===== config.mk =====
export PLATFORM = sky130hd
export DESIGN_NAME = pipe_skid_reg
export DESIGN_NICKNAME = d
export VERILOG_FILES = /design/src/rtl/skid_pkg.sv /design/src/rtl/sat_counter.sv /design/src/rtl/pipe_skid_reg.sv
export SDC_FILE = /design/constraint.sdc
export NUM_CORES = 1
export LEC_CHECK = 0
export ABC_AREA = 1
export CAP_MARGIN = 40
export CORE_MARGIN = 3
export CORE_UTILIZATION = 48
export CTS_CLUSTER_SIZE = 10
export DETAILED_ROUTE_END_ITERATION = 16
export GPL_ROUTABILITY_DRIVEN = 1
export PLACE_DENSITY = 0.83
export SLEW_MARGIN = 20
export SYNTH_ARGS = -nofsm -noshare
export SYNTH_HDL_FRONTEND = slang
export SYNTH_SLANG_ARGS = --single-unit

===== constraint.sdc =====
create_clock -name clk -period 4.6 [get_ports clk]
set_clock_uncertainty 0.15 [all_clocks]
set_input_delay 0.69 -clock clk [delete_from_list [all_inputs] [get_ports clk]]
set_output_delay 0.69 -clock clk [all_outputs]
set_load 0.03 [all_outputs]

===== src/rtl/skid_pkg.sv =====
// Shared constants and state encoding for the elastic skid pipeline register.
package skid_pkg;

    localparam int SKID_WIDTH = 8;
    localparam int SKID_CNT_W = 16;

    typedef enum logic [1:0] {
        ST_EMPTY = 2'd0,
        ST_BUSY  = 2'd1,
        ST_FULL  = 2'd2
    } skid_state_t;

endpackage


===== src/rtl/sat_counter.sv =====
// Saturating up-counter; holds at all-ones instead of wrapping.
module sat_counter #(
    parameter int CNT_W = 16
) (
    input  logic             clk,
    input  logic             reset,
    input  logic             inc,
    output logic [CNT_W-1:0] cnt
);

    always_ff @(posedge clk or posedge reset) begin
        if (reset) begin
            cnt <= '0;
        end else if (inc && (cnt != {CNT_W{1'b1}})) begin
            cnt <= cnt + CNT_W'(1);
        end
    end

endmodule


===== src/rtl/pipe_skid_reg.sv =====
// Two-entry elastic pipeline register with registered valid/ready on both sides.
// Define SKID_STATS_EN to build the saturating output-stall counter on stall_cnt.
//
// state    | meaning
// ---------+-----------------------------------------------
// ST_EMPTY | nothing held; m_valid=0, s_ready=1
// ST_BUSY  | one word in main reg; m_valid=1, s_ready=1
// ST_FULL  | main and skid regs hold words; m_valid=1, s_ready=0
module pipe_skid_reg
    import skid_pkg::*;
#(
    parameter int WIDTH = SKID_WIDTH,
    parameter int CNT_W = SKID_CNT_W
) (
    input  logic             clk,
    input  logic             reset,
    input  logic             flush,
    input  logic             s_valid,
    output logic             s_ready,
    input  logic [WIDTH-1:0] s_data,
    output logic             m_valid,
    input  logic             m_ready,
    output logic [WIDTH-1:0] m_data,
    output logic [CNT_W-1:0] stall_cnt
);

    skid_state_t      state, state_nxt;
    logic [WIDTH-1:0] main_q, main_nxt;
    logic [WIDTH-1:0] skid_q, skid_nxt;
    logic             in_xfer, out_xfer;

    assign in_xfer  = s_valid & s_ready;
    assign out_xfer = m_valid & m_ready;

    always_comb begin
        state_nxt = state;
        main_nxt  = main_q;
        skid_nxt  = skid_q;
        if (flush) begin
            state_nxt = ST_EMPTY;
        end else begin
            case (state)
                ST_EMPTY: begin
                    if (in_xfer) begin
                        main_nxt  = s_data;
                        state_nxt = ST_BUSY;
                    end
                end
                ST_BUSY: begin
                    if (in_xfer && out_xfer) begin
                        main_nxt = s_data;
                    end else if (in_xfer) begin
                        skid_nxt  = s_data;
                        state_nxt = ST_FULL;
                    end else if (out_xfer) begin
                        state_nxt = ST_EMPTY;
                    end
                end
                ST_FULL: begin
                    if (out_xfer) begin
                        main_nxt  = skid_q;
                        state_nxt = ST_BUSY;
                    end
                end
                default: state_nxt = ST_EMPTY;
            endcase
        end
    end

    // Handshake outputs are flopped from the next state so neither depends on inputs.
    always_ff @(posedge clk or posedge reset) begin
        if (reset) begin
            state   <= ST_EMPTY;
            main_q  <= '0;
            skid_q  <= '0;
            m_valid <= 1'b0;
            s_ready <= 1'b1;
        end else begin
            state   <= state_nxt;
            main_q  <= main_nxt;
            skid_q  <= skid_nxt;
            m_valid <= (state_nxt == ST_BUSY) || (state_nxt == ST_FULL);
            s_ready <= (state_nxt != ST_FULL);
        end
    end

    assign m_data = main_q;

`ifdef SKID_STATS_EN
    logic stall_inc;
    assign stall_inc = m_valid & ~m_ready;

    sat_counter #(.CNT_W(CNT_W)) u_stall_cnt (
        .clk   (clk),
        .reset (reset),
        .inc   (stall_inc),
        .cnt   (stall_cnt)
    );
`else
    assign stall_cnt = '0;
`endif

endmodule


==> results of run 1 <==
## worst min-delay path by stage
stage | startpoint | to | slack (ns) | cells past startpoint
after global routing | skid_q[1] | skid_q[1] | 0.37 | 2
after detailed placement | skid_q[1] | skid_q[1] | 0.32 | 2
after floorplan | skid_q[4] | skid_q[4] | 0.29 | 2
final | skid_q[7] | skid_q[7] | 0.34 | 2
after global placement | skid_q[7] | skid_q[7] | 0.31 | 2
after CTS | skid_q[7] | skid_q[7] | 0.35 | 2
## stage by stage
| stage | hold slack, ns | setup slack (ns) | area [um2] | utilization | power [uW] |
|---|---|---|---|---|---|
| 5_1_grt | 0.3651 | 2.202 | 1394 | 0.6182 | 742.9 |
| 3_3_place_gp | 0.3145 | 2.260 | 1343 | 0.5955 | 588.8 |
| 4_1_cts | 0.3471 | 2.228 | 1379 | 0.6115 | 698.7 |
| 2_1_floorplan | 0.2925 | 2.857 | 1226 | - | 501.8 |
| 6_report | 0.3445 | 2.239 | 1394 | 0.6182 | 695.2 |
| 3_5_place_dp | 0.3205 | 2.199 | 1343 | 0.5955 | 596.6 |
## state kept, by name (all words and copies together), names as in the netlist
signal,flops
m_data,8
m_valid,1
s_ready,1
skid_q,8
state,2
## routing by layer
metal  up-vias  global-route usage
li1        478                   -
met1       413              0.2062
met2        39              0.2399
met3         2             0.02336
met4         0             0.05208
met5         -                   0
## power breakdown
group          switching (uW)  internal [uW]  total [uW]
logic                     184            119         303
clock network            55.0           48.3         103
registers                43.9            245         289
total                     283            412         695
## cell families after synthesis
kind of cell,after synthesis,synth area share
AOI/OAI and AO/OA,11,0.07915
and+or+nand+nor,79,0.3048
buffers and inverters,35,0.1733
other,1,0.003205
adders and majority gates,1,0.01069
DFF,20,0.4289
## placed cells by master (no fill, tap or decap), types with 3 or more instances in the layout
cell              n
o21bai_1          8
clkbuf_4          3
dfrtp_1          19
clkdlybuf4s50_1  22
inv_1            14
nand2_2           3
nand3_1          26
inv_2             3
conb_1           16
nand2_1          48
## area by class of cell
cell class / instances / area share
repair buffers: 23 / 0.1688
inverters: 17 / 0.04578
multi-input cells: 107 / 0.3743
flip-flops and latches: 20 / 0.3600
clock buffers: 4 / 0.02603
well taps: 28 / 0.02513
==> impl_metrics.csv, run 1 <==
group,metric,value,unit
logic_synthesis,yosys_warnings,0,
global_routing,grt.overflow.total,0,
critical_path,cp_num_cells,1,
sta,min_period,2.361,ns
final_layout,nets,186,
clock_tree,hold_buffers,0,
placed_design,place_inst,194,
critical_path,cp_top_family,"buffers and inverters",
critical_path,cpMaxStageDelayCell,"clkdlybuf4s50_1",
critical_path,crit_type,"flop to output port",
detailed_routing,drc_errors,0,
critical_path,rr_startpoint,"state[1]",
outcome,outcome,"finished, final reports clean",
detailed_routing,m1WireLength,990,um
detailed_routing,drtIter0Drc,27,
critical_path,cp-startpoint,"s_ready",
clock_tree,cts_inserted_buffers,3,
critical_path,worstRegToRegCells,6,
detailed_routing,ant_nets,0,
placed_design,dp_hpwl,1745,um
final_layout,syn2layout_area_growth,19.14,%
critical_path,start_kind,"flop",
detailed_routing,wl_met3,143,um
sta,fin_tns_setup,0,ns
logic_synthesis,synth.avg_cell_area,7.958,um2
sta,timing.final.setup_violations,0,
final_layout,fin_cells,199,
logic_synthesis,yosys-top-cells-count,"48 x nand2_1, 26 x nand3_1, 19 x dfrtp_1",
critical_path,path_cells,"clkdlybuf4s50_1",
clock_tree,clock_sinks,20,
final_layout,drive_gt1_frac,0.09357,
critical_path,worst_ep_required_time,3.76,ns
clock_tree,clockBufferDepth,2,
logic_synthesis,syn-instance-count,147,
floorplanning,row_count,17,
logic_synthesis,synth_edf_count,0,
critical_path,cp-end-kind,"output port",
floorplanning,core-area,2255,um2
logic_synthesis,synthArstFlopShare,1.000,
floorplanning,die_h,55.37,um
critical_path,path_buf_inv,1,
final_layout,final-seq-area,501.7,um2
logic_synthesis,synth_top_flop_cell,"dfrtp_1",
detailed_routing,via_count,932,
logic_synthesis,synth-seq-area-share,0.4289,
floorplanning,die_w,55.37,um
detailed_routing,post_drt_via_cell_ratio,4.683,
critical_path,r2r-end,"m_valid",
floorplanning,ios,39,
sta,hold_viol_final,0,
logic_synthesis,yosysMostFrequentCell,"nand2_1",
clock_tree,htree_levels,1,
global_routing,grt_max_degree,21,
floorplanning,start_util,0.5189,
final_layout,nFillCells,216,
logic_synthesis,synth_area_leaders,"dfrtp_1 41%, nand2_1 15%, nand3_1 11%, buf_4 11%, o21bai_1 5.1%",
global_routing,grt_pass1_vias,884,
logic_synthesis,synth_area,1170,um2
global_routing,antenna_found_initial,0,
detailed_routing,met2WireLength,1060,um
detailed_routing,top_layer,"met4",
sta,rsz0062_at_grt,"false",
clock_tree,ctsResizeCount,0,
sta,timing.fmax,0.4235,GHz
logic_synthesis,synth_largest_area_cell,"dfrtp_1",
sta,period_share,0.5133,
worst_hold_path,holdCritPathClass,"flop to flop",
critical_path,cp_max_fo,2,
logic_synthesis,ys_types,17,
clock_tree,clk_pin_slew,0.11,ns
clock_tree,root_buffer,"clkbuf_4",
power,ir_drop,0.0002874,V
flow_run,maxCapViolCount,0,
placed_design,place_congestion,0.8511,
sta,maxSlewViolCount,0,
critical_path,crit_end,"s_ready",
global_routing,grt_pass1_wl,3801,um
logic_synthesis,yosysTopAreaCellShare,0.4064,
detailed_routing,dr.pass1.iters,4,
critical_path,cpPeakStageDelay,0.67,ns
final_layout,n_antenna_cell,0,
final_layout,multi_input_area,521.8,um2
floorplanning,dieArea,3066,um2
global_routing,grt_util_all_layers,0.1501,
detailed_routing,routedWlPerCell,11.09,um
power,p_leak,0.0007641,uW
critical_path,reg2reg_setup_slack,2.82,ns
clock_tree,tritoncts,"built",
power,power.density,498.8,nW/um2
placed_design,io_buffers,22,
critical_path,arrival,1.52,ns
clock_tree,clock_latency,0.30,ns
detailed_routing,drt_wl_total,2206,um
logic_synthesis,synth-seq-cells,20,
clock_tree,post-cts-setup-buffers,0,
Note: power is estimated with default switching activity, not from simulation.
==> run 2: changes to the inputs <==
--- a/config.mk
+++ b/config.mk
@@ -8,11 +8,11 @@
 export ABC_AREA = 1
 export CAP_MARGIN = 40
 export CORE_MARGIN = 3
-export CORE_UTILIZATION = 48
+export CORE_UTILIZATION = 41
 export CTS_CLUSTER_SIZE = 10
 export DETAILED_ROUTE_END_ITERATION = 16
 export GPL_ROUTABILITY_DRIVEN = 1
-export PLACE_DENSITY = 0.83
+export PLACE_DENSITY = 0.76
 export SLEW_MARGIN = 20
 export SYNTH_ARGS = -nofsm -noshare
 export SYNTH_HDL_FRONTEND = slang
==> constraint.sdc (replaced) <==
create_clock -name clk -period 2 [get_ports clk]
set_clock_uncertainty 0.15 [all_clocks]
set_input_delay 0.3 -clock clk [delete_from_list [all_inputs] [get_ports clk]]
set_output_delay 0.3 -clock clk [all_outputs]
set_load 0.03 [all_outputs]
==> run 2 against run 1 <==
Effect of this change:
- combinational power up 140%
- clock power rose by 130%
- register-to-register slack worse by 2.5 ns
- largest cell class unchanged
- critical path depth did not move
- flip-flop and latch count is the same
- highest routed layer unchanged
- clock-buffer cell count unchanged
- worst setup slack got worse by 2.1 ns
- cell count increased by 2.5%
- die area rose by 15%
- wire length shrank 0.68%
- sequential share of layout area down 0.51 points
==> impl_metrics.csv, run 2 (synthesis results as in run 1) <==
group,metric,value,unit
clock_tree,clockBufferDepth,2,
global_routing,grt_util_all_layers,0.1359,
critical_path,cp_top_family,"buffers and inverters",
floorplanning,start_util,0.4517,
final_layout,layout_common_cells,"48 x nand2_1, 26 x nand3_1, 21 x clkdlybuf4s50_1",
sta,hold_viol_final,0,
critical_path,r2r-end,"m_valid",
clock_tree,hold_buffers,0,
outcome,outcome,"finished, final reports clean",
detailed_routing,m1WireLength,995,um
floorplanning,die_h,59.42,um
critical_path,path_cells,"clkdlybuf4s50_1",
sta,min_period,1.828,ns
global_routing,grt_max_degree,21,
clock_tree,clock_sinks,20,
critical_path,cpPeakStageDelay,0.68,ns
critical_path,reg2reg_setup_slack,0.32,ns
power,p_leak,0.0007773,uW
sta,timing.final.setup_violations,0,
clock_tree,htree_levels,1,
global_routing,grt.overflow.total,0,
clock_tree,tritoncts,"built",
detailed_routing,top_layer,"met4",
clock_tree,clock_latency,0.31,ns
sta,period_share,0.9141,
flow_run,maxCapViolCount,0,
critical_path,arrival,1.38,ns
detailed_routing,via_count,913,
power,ir_drop,0.0007286,V
critical_path,cp-end-kind,"output port",
placed_design,place_congestion,0.8143,
floorplanning,die_w,59.42,um
floorplanning,dieArea,3530,um2
critical_path,path_buf_inv,1,
detailed_routing,wl_met3,136,um
final_layout,nets,189,
global_routing,grt_pass1_wl,3539,um
placed_design,dpl_worst_slack,0.1106,ns
worst_hold_path,holdCritPathClass,"primary input to async pin",
placed_design,io_buffers,22,
power,power.density,1133,nW/um2
power,p_int,958.6,uW
critical_path,worstRegToRegCells,6,
detailed_routing,drt_wl_total,2191,um
detailed_routing,routedWlPerCell,10.74,um
sta,tightest_slew,0.5377,ns
final_layout,fin_cells,204,
clock_tree,cts_inserted_buffers,3,
critical_path,cp_max_fo,3,
sta,fin_tns_setup,0,ns
power,clkPwrFrac,0.146,
global_routing,antenna_found_initial,0,
clock_tree,clk_pin_slew,0.11,ns
final_layout,n_antenna_cell,0,
sta,slew_headroom,0.6416,
floorplanning,core-area,2590,um2
global_routing,grt_pass1_vias,792,
critical_path,rr_startpoint,"state[1]",
power,pwr-share-seq,0.408,
placed_design,place_inst,200,
sta,maxSlewViolCount,0,
floorplanning,row_count,18,
critical_path,worst_ep_required_time,1.55,ns
final_layout,drive_gt1_frac,0.1092,
power,p_total,1602,uW
clock_tree,root_buffer,"clkbuf_4",
detailed_routing,post_drt_via_cell_ratio,4.475,
critical_path,crit_type,"flop to output port",
placed_design,dp_hpwl,1663,um
critical_path,cpMaxStageDelayCell,"clkdlybuf4s50_1",
detailed_routing,ant_nets,0,
floorplanning,ios,39,
detailed_routing,drc_errors,0,
power,p_sw_frac,0.4017,
sta,rsz0062_at_grt,"false",
critical_path,start_kind,"flop",
detailed_routing,dr.pass1.iters,4,
power,p_switching,643.7,uW
power,p_comb_frac,0.446,
sta,timing.fmax,0.5470,GHz
final_layout,syn2layout_area_growth,20.86,%
detailed_routing,met2WireLength,1025,um
final_layout,mostFrequentLayoutCell,"nand2_1",
detailed_routing,drtIter0Drc,30,
sta,worst_slack,0.1718,ns
==> run 2: power by group through the flow <==
| stage | sequential [uW] | clock [uW] | combinational (uW) |
|---|---|---|---|
| 2_1_floorplan | 795 | 0 | 359 |
| 3_3_place_gp | 657 | 0 | 705 |
| 3_5_place_dp | 661 | 0 | 720 |
| 4_1_cts | 652 | 241 | 723 |
| 5_1_grt | 673 | 262 | 786 |
| 6_report | 654 | 234 | 715 |
==> run 2: metal layers <==
layer | track usage | vias to the layer above
met4 | 0.04854 | 0
li1 | - | 486
met5 | 0 | -
met1 | 0.1916 | 396
met2 | 0.1966 | 26
met3 | 0.03922 | 5
==> run 2: worst max-delay path by stage <==
stage / cells past startpoint / from / endpoint
finish: 1 / m_valid / m_valid
global route: 1 / m_valid / m_valid
CTS: 1 / s_ready / s_ready
detailed placement: 8 / m_ready / m_valid
global placement: 8 / m_ready / m_valid
floorplan: 6 / s_ready / m_valid
==> run 2: layout make-up <==
type | instances | area [um2]
fillers | 239 | 1176
multi-input cells | 107 | 521.8
flip-flops and latches | 20 | 501.7
repair buffers | 26 | 252.7
inverters | 17 | 63.81
well taps | 30 | 37.54
clock buffers | 4 | 36.28
==> run 2: stage by stage <==
stage	cell area, um2	utilization	hold slack, ns
floorplan	1226	-	0.1131
global placement	1375	0.5309	0.3042
detailed placement	1375	0.5309	0.3099
CTS	1411	0.5449	0.1589
global route	1414	0.5459	0.1784
finish	1414	0.5459	0.1509
==> run 2: repair_timing <==
action                     in CTS  in global routing
buffers inserted                0                  0
setup endpoints to repair       0                  1
gates resized for setup         0                  1
==> run 3: changes to the inputs <==
--- a/config.mk
+++ b/config.mk
@@ -8,11 +8,11 @@
 export ABC_AREA = 1
 export CAP_MARGIN = 40
 export CORE_MARGIN = 3
-export CORE_UTILIZATION = 41
+export CORE_UTILIZATION = 48
 export CTS_CLUSTER_SIZE = 10
 export DETAILED_ROUTE_END_ITERATION = 16
 export GPL_ROUTABILITY_DRIVEN = 1
-export PLACE_DENSITY = 0.76
+export PLACE_DENSITY = 0.83
 export SLEW_MARGIN = 20
 export SYNTH_ARGS = -nofsm -noshare
 export SYNTH_HDL_FRONTEND = slang
==> constraint.sdc (replaced) <==
create_clock -name clk -period 2.25 [get_ports clk]
set_clock_uncertainty 0.15 [all_clocks]
set_input_delay 0.3375 -clock clk [delete_from_list [all_inputs] [get_ports clk]]
set_output_delay 0.3375 -clock clk [all_outputs]
set_load 0.03 [all_outputs]
==> run 3 against run 2 <==
Effect of this change:
- worst setup slack improved by 0.085 ns
- register-to-register slack improved by 0.16 ns
- first-iteration DRC count fell by 30%
- wire length down 2.4%
- combinational power down 12%
- die area fell by 13%
- via count rose by 7.1%
- critical path depth unchanged
- critical path type unchanged
- highest routed layer unchanged
==> impl_metrics.csv, run 3 (synthesis results as in run 1) <==
group,metric,value,unit
outcome,outcome,"finished, final reports clean",
clock_tree,post-cts-setup-buffers,0,
critical_path,worst_ep_required_time,1.76,ns
final_layout,nFillCells,218,
critical_path,cpPeakStageDelay,0.66,ns
global_routing,grt_max_degree,21,
critical_path,rr_startpoint,"state[1]",
clock_tree,root_buffer,"clkbuf_4",
critical_path,cpMaxStageDelayCell,"clkdlybuf4s50_1",
final_layout,syn2layout_area_growth,19.79,%
critical_path,cp-startpoint,"s_ready",
critical_path,crit_type,"flop to output port",
critical_path,worstRegToRegCells,6,
global_routing,antenna_found_initial,0,
clock_tree,clockBufferDepth,2,
flow_run,maxCapViolCount,0,
sta,maxSlewViolCount,0,
sta,rsz0062_at_grt,"false",
floorplanning,die_h,55.37,um
placed_design,dpl_worst_slack,0.2334,ns
sta,period_share,0.8859,
sta,timing.fmax,0.5017,GHz
floorplanning,die_w,55.37,um
floorplanning,dieArea,3066,um2
detailed_routing,routedWlPerCell,10.64,um
global_routing,grt_pass1_wl,3560,um
power,p_leak,0.0007717,uW
floorplanning,row_count,17,
floorplanning,core-area,2255,um2
sta,hold_viol_final,0,
global_routing,grt_util_all_layers,0.1403,
sta,min_period,1.993,ns
clock_tree,clock_sinks,20,
final_layout,mostFrequentLayoutCell,"nand2_1",
detailed_routing,drtIter0Drc,21,
critical_path,r2r-end,"m_valid",
power,ir_drop,0.0005025,V
sta,tightest_slew,0.5363,ns
final_layout,drive_gt1_frac,0.1040,
sta,slew_headroom,0.6425,
critical_path,cp_num_cells,1,
detailed_routing,drc_errors,0,
floorplanning,ios,39,
global_routing,grt_pass1_vias,856,
floorplanning,start_util,0.5189,
sta,fin_tns_setup,0,ns
critical_path,cp-end-kind,"output port",
clock_tree,clk_pin_slew,0.11,ns
detailed_routing,dr.pass1.iters,6,
critical_path,start_kind,"flop",
clock_tree,cts_inserted_buffers,3,
placed_design,place_congestion,0.8724,
detailed_routing,drt_wl_total,2139,um
final_layout,nets,188,
final_layout,n_antenna_cell,0,
detailed_routing,ant_nets,0,
critical_path,crit_end,"s_ready",
clock_tree,hold_buffers,0,
power,power.density,1007,nW/um2
placed_design,io_buffers,22,
critical_path,path_buf_inv,1,
clock_tree,htree_levels,1,
clock_tree,ctsResizeCount,0,
critical_path,cp_max_fo,2,
final_layout,layout_common_cells,"48 x nand2_1, 26 x nand3_1, 22 x clkdlybuf4s50_1",
worst_hold_path,holdCritPathClass,"primary input to async pin",
clock_tree,tritoncts,"built",
critical_path,cp_top_family,"buffers and inverters",
detailed_routing,post_drt_via_cell_ratio,4.866,
final_layout,fin_area,1401,um2
clock_tree,clock_latency,0.29,ns
critical_path,arrival,1.51,ns
placed_design,placement.cell_area,1365,um2
detailed_routing,via_count,978,
critical_path,path_cells,"clkdlybuf4s50_1",
global_routing,grt.overflow.total,0,
placed_design,dp_hpwl,1689,um
sta,timing.final.setup_violations,0,
critical_path,reg2reg_setup_slack,0.48,ns
sta,worst_slack,0.2567,ns
==> run 3: cell count changes in the layout (fill, tap and decap cells not counted), sizes merged <==
cell	previous run	this run
clkdlybuf4s50	21	22
buf	4	3
dlymetal6s2s	1	0
==> run 3: worst min-delay path by stage <==
stage | startpoint | slack, ns | depth (start not counted) | to
floorplan | reset | 0.15 | 1 | m_data[0]
global placement | skid_q[5] | 0.31 | 2 | skid_q[5]
detailed placement | skid_q[4] | 0.31 | 2 | skid_q[4]
CTS | reset | 0.21 | 3 | m_valid
global route | reset | 0.22 | 3 | m_valid
finish | reset | 0.21 | 3 | state[0]
==> run 3: report_power, final <==
group          internal (uW)  switching [uW]  total (uW)
clock network           98.5             104         203
registers                500            82.6         583
logic                    247             379         626
total                    846             566        1410
==> run 3: per-layer routing <==
| layer | up-vias | GRT usage | share of wire |
|---|---|---|---|
| li1 | 486 | - | - |
| met1 | 455 | 0.1733 | 0.44 |
| met2 | 33 | 0.2365 | 0.48 |
| met3 | 4 | 0.05374 | 0.070 |
| met4 | 0 | 0.02083 | 0.0089 |
| met5 | - | 0 | 0 |
==> run 3: metrics by stage <==
| step | std cells | power, uW | hold slack (ns) | util |
|---|---|---|---|---|
| 2_1_floorplan | 162 | 1026 | 0.1506 | - |
| 3_3_place_gp | 197 | 1207 | 0.3097 | 0.6054 |
| 3_5_place_dp | 197 | 1222 | 0.3092 | 0.6054 |
| 4_1_cts | 201 | 1428 | 0.2067 | 0.6215 |
| 5_1_grt | 201 | 1515 | 0.2208 | 0.6215 |
| 6_report | 201 | 1412 | 0.2065 | 0.6215 |
==> run 3: cell type report <==
class	count	area, um2	area share
Multi-Input combinational cell	107	521.8	0.3723
Tap cell	28	35.03	0.02500
Timing Repair Buffer	25	242.7	0.1732
Inverter	17	63.81	0.04554
Clock buffer	4	36.28	0.02589
Sequential cell	20	501.7	0.3580
==> RTL edit: new RTL, flow settings as in run 2 <==
Make the reset (`reset`) synchronous in one clocked block.
--- a/src/rtl/pipe_skid_reg.sv
+++ b/src/rtl/pipe_skid_reg.sv
@@ -68,7 +68,7 @@
     end
 
     // Handshake outputs are flopped from the next state so neither depends on inputs.
-    always_ff @(posedge clk or posedge reset) begin
+    always_ff @(posedge clk) begin
         if (reset) begin
             state   <= ST_EMPTY;
             main_q  <= '0;
Behaviour: differs if reset is asserted again (counterexample within 4 cycles, from zero or initial values and one cycle with reset high); with reset held inactive, the same outputs for 10 cycles.
==> RTL edit against run 2 <==
Die area decreased by 11%. Final area decreased by 11%. Worst setup slack improved by 0.037 ns. Synthesized cell count increased by 6.8%. Sequential cell count unchanged. Maximum frequency increased by 2.0%. First-iteration DRC count decreased by 70%. Critical path depth unchanged. Area after synthesis decreased by 12%. Wire length decreased by 13%. Global-route usage decreased by 1.8 points. Critical path type unchanged. Largest cell class unchanged.
Power is not compared: it rests on default switching activity, and its combinational part moved more than twofold at a synthesized area within 25%.
==> RTL edit: results (changes against run 2) <==
* WL/cell at 9.192 um (-14%)
* Wire length reported by the detailed router at 1.912 mm (-13%)
* Global placement routability congestion at 0.7743 (-4.9%)
* Maximum number of pins on one net before global-route repair at 18 (-14%)
* Async set or reset register ratio after synthesis at 0% (-100 points)
* Source of the worst register-to-register timing path: state[1]$_SDFF_PP0_
* Wire length on met3 at 116 um (-15%)
* Status: completed
* Synth cell count leaders: nand2_1 (48), nor2_1 (37), dfxtp_1 (20), buf_4 (16), inv_1 (12)
* Max Root-Sink Buffers at 2 (unchanged)
* Met2 routed wirelength at 903 um (-12%)
* Most area-consuming cells after synthesis: dfxtp_1 (39%), nand2_1 (17%), nor2_1 (13%), buf_4 (12%), inv_1 (4.4%)
* Met1 routed wirelength after detailed routing at 855 um (-14%)
* Number of distinct standard cells referenced by the synthesized netlist at 16 (-1)
* Sequential element share of the synthesized area at 38.83% (-4.1 points)
* Kind of path behind the tightest hold check: reg -> reg
* Instance count after placement with tap cells included at 204 (+2.0%)
* CP Data Arrival Time at 1.34 ns (-0.04 ns)
* Share of final-layout standard cells stronger than drive strength 1 at 6.111% (-4.8 points)
* First-pass GRT wire length at 3.049 mm (-14%)
* Cell area after placement at 1200 um^2 (-13%)
* Gate count of the mapped netlist at 157 (+6.8%)
* Placement-stage worst setup slack at 0.1675 ns (+0.05688 ns)
* Detailed router's first-iteration violation count at 9 (-70%)
* Via count of the first global-routing pass at 785 (-0.88%)
* Total GRT Usage at 11.79% (-1.8 points)
[RTL edit: cell types whose count changed in the layout (fill, tap and decap cells not counted), sizes merged, moves of 2 or more]
cell,before,now
buf,4,0
dfrtp,19,0
dfxtp,0,20
inv,17,15
nand3,26,2
nor2,0,38
o21ai,1,9
o21bai,8,0
[RTL edit: layout make-up]
type                    instances  area (um^2)
repair buffers                 22        220.2
flip-flops and latches         20        400.4
clock buffers                   3        22.52
fillers                       244         1045
well taps                      28        35.03
inverters                      15        56.30
clock inverters                 1        30.03
multi-input cells             119        488.0
[RTL edit: worst reg2reg max path: cells and delay by family (launching register included)]
family / cells / cell delay (ns)
flops: 1 / 0.41
simple gates: 4 / 0.50
fa+ha+maj: 1 / 0.26
buf+inv: 1 / 0.17
[RTL edit: cell families (layout without fill, tap and decap cells)]
family	after synthesis	count (layout)	share of synthesized area (%)
AND/OR/NAND/NOR	93	93	35.92
buffers and inverters	33	41	19.30
other	1	16	0.3637
flip-flops	20	20	38.83
AO/OA/AOI/OAI	9	9	4.369
adder cells (fa/ha/maj)	1	1	1.213
[RTL edit: layer usage]
metal  vias to the layer above  GRT usage [%]
met4                         0          5.424
met1                       384          14.01
met3                         4          2.088
met2                        26          20.37
met5                         -              0
li1                        486              -
[RTL edit: final timing paths]
path	depth (start not counted)	endpoint	slack (ns)
max	1	m_data[5]	0.21
min	2	m_data[0]$_SDFFE_PP0P_	0.34
max reg2reg	6	m_valid$_SDFF_PP0_	0.44
min reg2reg	2	m_data[0]$_SDFFE_PP0P_	0.34
[RTL edit: report_power, final]
group,internal [mW],switching (mW),total (mW)
logic,0.0703,0.127,0.198
registers,0.418,0.00986,0.428
clock network,0.203,0.139,0.342
total,0.691,0.276,0.967
